$ cat src/rtl/alu_wb_buffer.sv
// alu_wb_buffer: ALU write-back FIFO retiring to the scalar/vector RF ports.
// Optional macro WB_BYPASS_EN: zero-latency scalar bypass into an idle buffer.
module alu_wb_buffer #(
  parameter int DEPTH = 4,
  parameter int VW    = 64,
  parameter int RA_W  = 4,
  localparam int VBEATS = 256 / VW,
  localparam int BW     = (VBEATS > 1) ? $clog2(VBEATS) : 1,
  localparam int PW     = (DEPTH > 1) ? $clog2(DEPTH) : 1
) (
  input  logic            clk,
  input  logic            rst,
  input  logic            in_valid,
  output logic            in_ready,
  input  logic [255:0]    in_result,
  input  logic            in_rf_sel,
  input  logic [RA_W-1:0] in_rd,
  input  logic [3:0]      in_flags,
  output logic            sc_we,
  output logic [RA_W-1:0] sc_waddr,
  output logic [15:0]     sc_wdata,
  output logic            vr_we,
  output logic [RA_W-1:0] vr_waddr,
  output logic [BW-1:0]   vr_beat,
  output logic [VW-1:0]   vr_wdata,
  input  logic            vr_wready,
  output logic [3:0]      flags,
  output logic            busy
);

  typedef enum logic {
    S_IDLE = 1'b0,
    S_VEC  = 1'b1
  } state_t;

  localparam logic [BW-1:0] LAST_BEAT = BW'(VBEATS - 1);
  localparam logic [PW:0]   FULL_CNT  = (PW + 1)'(DEPTH);

  // entry storage: payload is not reset, only pointers/count are
  logic [255:0]    res_q   [DEPTH];
  logic            sel_q   [DEPTH];
  logic [RA_W-1:0] rd_q    [DEPTH];
  logic [3:0]      fl_q    [DEPTH];

  logic [PW-1:0]   wr_ptr_q, wr_ptr_d;
  logic [PW-1:0]   rd_ptr_q, rd_ptr_d;
  logic [PW:0]     count_q, count_d;

  state_t          state_q, state_d;
  logic [BW-1:0]   beat_q, beat_d;
  logic [3:0]      flags_q, flags_d;

  logic            push;
  logic            pop;
  logic            byp;
  logic            empty;
  logic            full;

  logic [255:0]    head_res;
  logic            head_sel;
  logic [RA_W-1:0] head_rd;
  logic [3:0]      head_fl;

  assign empty    = (count_q == '0);
  assign full     = (count_q == FULL_CNT);
  assign in_ready = !full;

  assign head_res = res_q[rd_ptr_q];
  assign head_sel = sel_q[rd_ptr_q];
  assign head_rd  = rd_q[rd_ptr_q];
  assign head_fl  = fl_q[rd_ptr_q];

  assign flags = flags_q;
  assign busy  = !empty || (state_q != S_IDLE);

  // bypass only when nothing older could still be waiting to retire
`ifdef WB_BYPASS_EN
  assign byp = empty && (state_q == S_IDLE) && in_valid && !in_rf_sel;
`else
  assign byp = 1'b0;
`endif

  assign push = in_valid && !full && !byp;

  // write a new entry into the tail slot
  always_ff @(posedge clk) begin
    if (push) begin
      res_q[wr_ptr_q] <= in_result;
      sel_q[wr_ptr_q] <= in_rf_sel;
      rd_q[wr_ptr_q]  <= in_rd;
      fl_q[wr_ptr_q]  <= in_flags;
    end
  end

  // pointer and occupancy next-state
  always_comb begin
    wr_ptr_d = wr_ptr_q;
    rd_ptr_d = rd_ptr_q;
    count_d  = count_q;
    if (push) begin
      wr_ptr_d = wr_ptr_q + 1'b1;
    end
    if (pop) begin
      rd_ptr_d = rd_ptr_q + 1'b1;
    end
    unique case ({push, pop})
      2'b10:   count_d = count_q + 1'b1;
      2'b01:   count_d = count_q - 1'b1;
      default: count_d = count_q;
    endcase
  end

  // pointer and occupancy registers
  always_ff @(posedge clk or posedge rst) begin
    if (rst) begin
      wr_ptr_q <= '0;
      rd_ptr_q <= '0;
      count_q  <= '0;
    end else begin
      wr_ptr_q <= wr_ptr_d;
      rd_ptr_q <= rd_ptr_d;
      count_q  <= count_d;
    end
  end

  // retire FSM: next state, pop decision and write-port drive
  always_comb begin
    state_d  = state_q;
    beat_d   = beat_q;
    flags_d  = flags_q;
    pop      = 1'b0;
    sc_we    = 1'b0;
    sc_waddr = '0;
    sc_wdata = '0;
    vr_we    = 1'b0;
    vr_waddr = '0;
    vr_beat  = '0;
    vr_wdata = '0;
    unique case (state_q)
      S_IDLE: begin
        if (byp) begin
          sc_we    = 1'b1;
          sc_waddr = in_rd;
          sc_wdata = in_result[15:0];
          flags_d  = in_flags;
        end else if (!empty) begin
          if (head_sel) begin
            state_d = S_VEC;
            beat_d  = '0;
          end else begin
            sc_we    = 1'b1;
            sc_waddr = head_rd;
            sc_wdata = head_res[15:0];
            flags_d  = head_fl;
            pop      = 1'b1;
          end
        end
      end
      S_VEC: begin
        vr_we    = 1'b1;
        vr_waddr = head_rd;
        vr_beat  = beat_q;
        vr_wdata = head_res[int'(beat_q) * VW +: VW];
        if (vr_wready) begin
          if (beat_q == LAST_BEAT) begin
            pop     = 1'b1;
            beat_d  = '0;
            state_d = S_IDLE;
          end else begin
            beat_d = beat_q + 1'b1;
          end
        end
      end
      default: begin
        state_d = S_IDLE;
        beat_d  = '0;
      end
    endcase
  end

  // FSM, beat counter and architectural flags
  always_ff @(posedge clk or posedge rst) begin
    if (rst) begin
      state_q <= S_IDLE;
      beat_q  <= '0;
      flags_q <= 4'b0000;
    end else begin
      state_q <= state_d;
      beat_q  <= beat_d;
      flags_q <= flags_d;
    end
  end

endmodule
$ cat config.mk
export PLATFORM = sky130hd
export DESIGN_NAME = alu_wb_buffer
export DESIGN_NICKNAME = d
export VERILOG_FILES = /design/src/rtl/alu_wb_buffer.sv
export SDC_FILE = /design/constraint.sdc
export NUM_CORES = 1
export LEC_CHECK = 0
export ABC_CLOCK_PERIOD_IN_PS = 10300
export CAP_MARGIN = 10
export CORE_ASPECT_RATIO = 0.6
export CORE_UTILIZATION = 45
export DETAILED_ROUTE_END_ITERATION = 10
export SYNTH_ARGS = -nofsm -noshare
export SYNTH_HDL_FRONTEND = slang
export SYNTH_SLANG_ARGS = --single-unit
$ cat constraint.sdc
create_clock -name clk -period 10.3 [get_ports clk]
set_input_delay 1.03 -clock clk [delete_from_list [all_inputs] [get_ports clk]]
set_output_delay 1.03 -clock clk [all_outputs]
set_load 0.01 [all_outputs]
Yosys cells after proc, flatten, opt, wreduce, memory -nomap -nowiden
Memory sizes are Yosys's and may differ from the RTL's. A register that Yosys moved wholly into a read port is not among the register bits. Index checks and enable logic that the tools add are counted. W data, S select, Z words.

Equality and inequality tests: 7. Add/subtract/negate cells: 5. Shifts and indexed selects: 1. Multiplexer cells: 29. Reduce and logical (&&, ||, !) cells: 8. Bitwise operators: 3.

Operator list (number): $shiftx A256 B9 Y64 (1); $mux W64 (1); $mux W16 (3); $mux W4 (4); $mux W1 (12); $mux W2 (5); $add A2 B1 Y2 const B (3); $ne A2 B2 Y1 const B (3); $pmux W3 S2 (1); $reduce_and A3 Y1 (2); $eq A2 B2 Y1 const B (2); $pmux W1 S2 (2); $pmux W2 S2 (1); $add A3 B1 Y3 const B (1); $eq A3 B3 Y1 const B (1); $logic_not A3 Y1 (1); $not A1 Y1 (3); $sub A3 B1 Y3 const B (1); $eq A2 B1 Y1 const B (1); $logic_not A1 Y1 (2); $reduce_bool A2 Y1 (1); $logic_and A1 B1 Y1 (1); $logic_or A1 B1 Y1 (1).

Memories: 4. Flip-flop bits (word level): 10. Output and inout port bits: 98. Bits in writable memories: 1060.

Memories: res_q (words 4, width 256, read ports 1, clocked after Yosys merged registers in 0, wr ports 1, RTL line 40) `logic [255:0] res_q [DEPTH];`; fl_q (words 4, width 4, read ports 1, clocked after Yosys merged registers in 1, wr ports 1, RTL line 43) `logic [3:0] fl_q [DEPTH];`; rd_q (words 4, width 4, read ports 1, clocked after Yosys merged registers in 0, wr ports 1, RTL line 42) `logic [RA_W-1:0] rd_q [DEPTH];`; sel_q (words 4, width 1, read ports 1, clocked after Yosys merged registers in 0, wr ports 1, RTL line 41) `logic sel_q [DEPTH];`.

Logic depth before layout (Yosys ltp)
Depth in word-level cells: 6. Depth in mapped cells: 10. Depth with buffers taken out: 10.

Worst setup path before layout
OpenSTA, ideal clock, no wires.

Kind: input to register. Start point: in in_valid. End point: mem fl_q[0][0], enable pin. Setup time: 0.662 ns. Data required time: 9.638 ns. Stages on the path: 1. Path slack: 2.551 ns. Arrival time: 7.087 ns. Path through: and3_1.

Cells in the longest elaborated chain, start to end: 3.

Ends and longest elaborated chain: start: declaration (RTL line 13) `input logic in_valid,`; $logic_and A1 B1 Y1 (RTL line 83) `assign push = in_valid && !full && !byp;`; $mux W1 (RTL line 87) `if (push) begin`; $mux W1 (implied by the code) (RTL line 91) `fl_q[wr_ptr_q] <= in_flags;`; end: declaration (RTL line 43).

Every way passes these cells.

Worst setup path after layout
Start point: reg state_q. End point: out vr_wdata[49].

Cells in the longest elaborated chain, start to end: 1.

Ends and longest elaborated chain: start: declaration (RTL line 49) `state_t state_q, state_d;`; start signal: assignment (RTL line 188) `state_q <= state_d;`; $mux W64 (RTL line 139) `unique case (state_q)`; end: declaration (RTL line 25) `output logic [VW-1:0] vr_wdata,`.

Every way passes these cells.

==> impl_metrics.yaml <==
pwr:
  power_w: 0.01422
  pwr-share-clk_pct: 25.0
  p_sw_share_pct: 30.02
  powerDensity_mw_per_mm2: 289.7
  seqPwrFrac_pct: 42.9
  p_leak_nw: 15.72
  ir_drop_v: 0.0001940
  p_sw_w: 0.004270
  combPwrFrac_pct: 32.1
  p_int_w: 0.009952
sta:
  worst_slew_pin_slew_ns: 1.141
  fmax_mhz: 176.4
  fin_crit_sh_pct: 55.04
  rsz0062_at_grt: "no"
  skew_ns: 0.01696
  setup_tns_ns: 0
  worst_slack_ns: 4.631
  maxSlewViolCount: 0
  setup_viol: 0
  hold_violations: 0
  slew_headroom_pct: 23.92
  fin_crit_ns: 5.669
clock_network:
  cts.sinks: 1074
  path_clk_slew_ns: 0.06
  cts_root_buf: "clkbuf_16"
  max-clock-path-buffers: 3
  cts_setup_buffers: 0
  hold_buffers: 0
  htreeDepth: 3
  numCtsBuffers: 98
  cts_tree: "built"
  cts_resized: 0
  clk-insertion-delay-late_ns: 0.68
synth:
  netlist_area_sq_mm: 0.04096
  synth_cells: 1763
  synth_top_cell_area_share_pct: 77.72
  synth.distinct_cells: 35
  synthFlopType: "edfxtp_1"
  synth_nets: 2039
  synth_top_cell_by_area: "edfxtp_1"
  ys_seq_area_share_pct: 78.57
  ys_ff_latch: 1074
  async_flop_share_pct: 1.304
  yosysWarnings: 0
  syn_avg_cell_area_sq_um: 23.23
  synth_edf_count: 1060
  synth.area.top_cells: "edfxtp_1 78%, mux4_2 14%, mux2i_1 3.2%"
critical_path:
  cp_data_arrival_time_ns: 4.64
  crit_path_start_kind: "flip-flop"
  timing.critical_path.buf_inv: 2
  worstRegToRegCells: 5
  slowest_delay_ns: 1.08
  cp_max_fo: 48
  reg2reg_slack_ns: 6.51
  endpoint_kind: "primary output"
  worstPathCellList: "nand2_4 > clkinv_1 > a22o_1 > a221o_1 > clkdlybuf4s50_1"
  path_depth: 5
  crit_family: "buffers and inverters"
  worstSetupPathType: "reg2out"
  cp_slowest_cell: "clkinv_1"
  crit_required_ns: 9.27
grt:
  grt.total_usage_pct: 19.86
  grt_max_degree: 145
  grt_antenna_before_repair: 19
  grt_pass1_wl_mm: 133.8
  overflow: 0
  grt_pass1_vias: 20152
layout:
  fin_util_pct: 54.63
  final_nets: 2436
  area_growth_pct: 19.87
  drive_above_1_share_pct: 18.88
detailed_routing:
  wl_met1_mm: 38.78
  vias_per_cell: 5.516
  top_layer_used: "met5"
  final_antenna_net_count: 0
  wirelength_mm: 90.50
  route.detailed.drc: 0
  drt_first_pass_iters: 7
  drt_iter0_markers: 1402
  post_drt_wl_per_cell_microns: 26.15
  wl_met2_mm: 44.07
  vias: 19092
  wl_met3_mm: 6.093
run_status:
  outcome: "completed"
placed_design:
  preCtsSetupSlack_ns: 5.173
  detailed_place_hpwl_mm: 52.79
  place_congestion: 0.7590
  io_buffer_count: 366
floorplan:
  die_x_microns: 391.5
  start_util_pct: 45.57
  fp-row-count: 85
  core-area_sq_mm: 0.08987
  ioPinCount: 367
  die_h_microns: 235.7
  die-area_sq_mm: 0.09226
min_path:
  hp-class: "reg2reg"
  hold_depth: 1
job:
  cap_violations: 0
==> layer usage <==
layer,vias to the layer above,GRT usage [%]
met2,496,31.21
met1,10126,28.02
met5,-,0
li1,8323,-
met3,125,5.491
met4,22,3.898
==> worst paths after layout <==
| kind | from | endpoint |
|---|---|---|
| worst max-delay path | state_q$_DFF_PP0_ | vr_wdata[49] |
| min in group asynchronous | rst | flags[3]$_DFFE_PP0P_ |
| worst min register to register | count_q[0]$_DFFE_PP0P_ | count_q[0]$_DFFE_PP0P_ |
| worst min-delay path | count_q[0]$_DFFE_PP0P_ | count_q[0]$_DFFE_PP0P_ |
| worst max register to register | wr_ptr_q[0]$_DFFE_PP0P_ | fl_q[2][2]$_DFFE_PP_ |
| max in group asynchronous | rst | rd_ptr_q[1]$_DFFE_PP0P_ |
==> area by class of cell <==
class	instances	area [sq um]
diodes	8	20.02
clock buffers	129	2631
clock inverters	46	459.2
fillers	6791	40770
inverters	8	30.03
multi-input cells	586	8343
flip-flops and latches	1074	32190
well taps	1218	1524
repair buffers	392	3896
==> cells in the mapped netlist, types with 4 or more instances <==
library cell	n
mux4_2	247
o21ai_0	4
nand4_1	7
inv_1	7
a32oi_1	7
buf_4	7
and3_1	16
mux2i_1	129
buf_1	17
a22oi_1	11
ha_1	6
o211ai_1	7
edfxtp_1	1060
buf_2	37
and2_1	28
clkbuf_1	31
dfrtp_1	14
mux2_2	7
o22ai_1	46
nand2_1	28
a221o_1	11
a22o_1	11
nor2_1	4
==> state kept, by name (all words and copies together), names as in the netlist <==
signal	count
sel_q	4
state_q	1
flags	4
wr_ptr_q	2
fl_q	16
res_q	1024
rd_q	16
count_q	3
rd_ptr_q	2
beat_q	2
==> power groups by stage <==
stage | Sequential [W] | Combinational, W | Clock [W]
global route | 0.00618 | 0.00489 | 0.00381
finish | 0.00610 | 0.00457 | 0.00355
detailed placement | 0.00621 | 0.00467 | 0
global placement | 0.00615 | 0.00468 | 0
CTS | 0.00612 | 0.00469 | 0.00365
floorplan | 0.00625 | 0.00298 | 0
==> metrics by stage <==
step                      hold slack, ns  instances  instance area [sq um]
after floorplan                   0.4643       1763                  40960
after global placement            0.4806       3278                  45990
after detailed placement          0.5005       3278                  45990
after CTS                         0.5098       3453                  49080
after global routing              0.5191       3455                  49080
final                             0.5038       3461                  49100
==> worst register-to-register path, stage by stage, from the launching register on <==
cell	delay, ns
dfrtp_1	0.40
inv_1	0.14
ha_1	0.17
and3_4	0.89
buf_4	0.77
buf_4	0.96
==> cell usage in the layout, fill, tap and decap left out, types with 12 or more instances in the layout <==
master           count
and3_1              12
mux2i_1            129
mux4_2             247
buf_4               23
o22ai_1             46
nand2_1             27
clkbuf_1            27
and2_1              28
clkinv_1            19
clkbuf_16          100
edfxtp_1          1060
clkdlybuf4s50_1    366
==> logic make-up after synthesis <==
logic type	count (synthesis)	share of synthesized area [%]
flip-flops	1074	78.57
buffers and inverters	103	1.161
XOR/XNOR	6	0.1283
multiplexers	383	16.93
AO/OA/AOI/OAI	97	1.735
AND/OR/NAND/NOR	93	1.243
adder cells (fa/ha/maj)	7	0.2322
(Power assumes the default switching activity.)
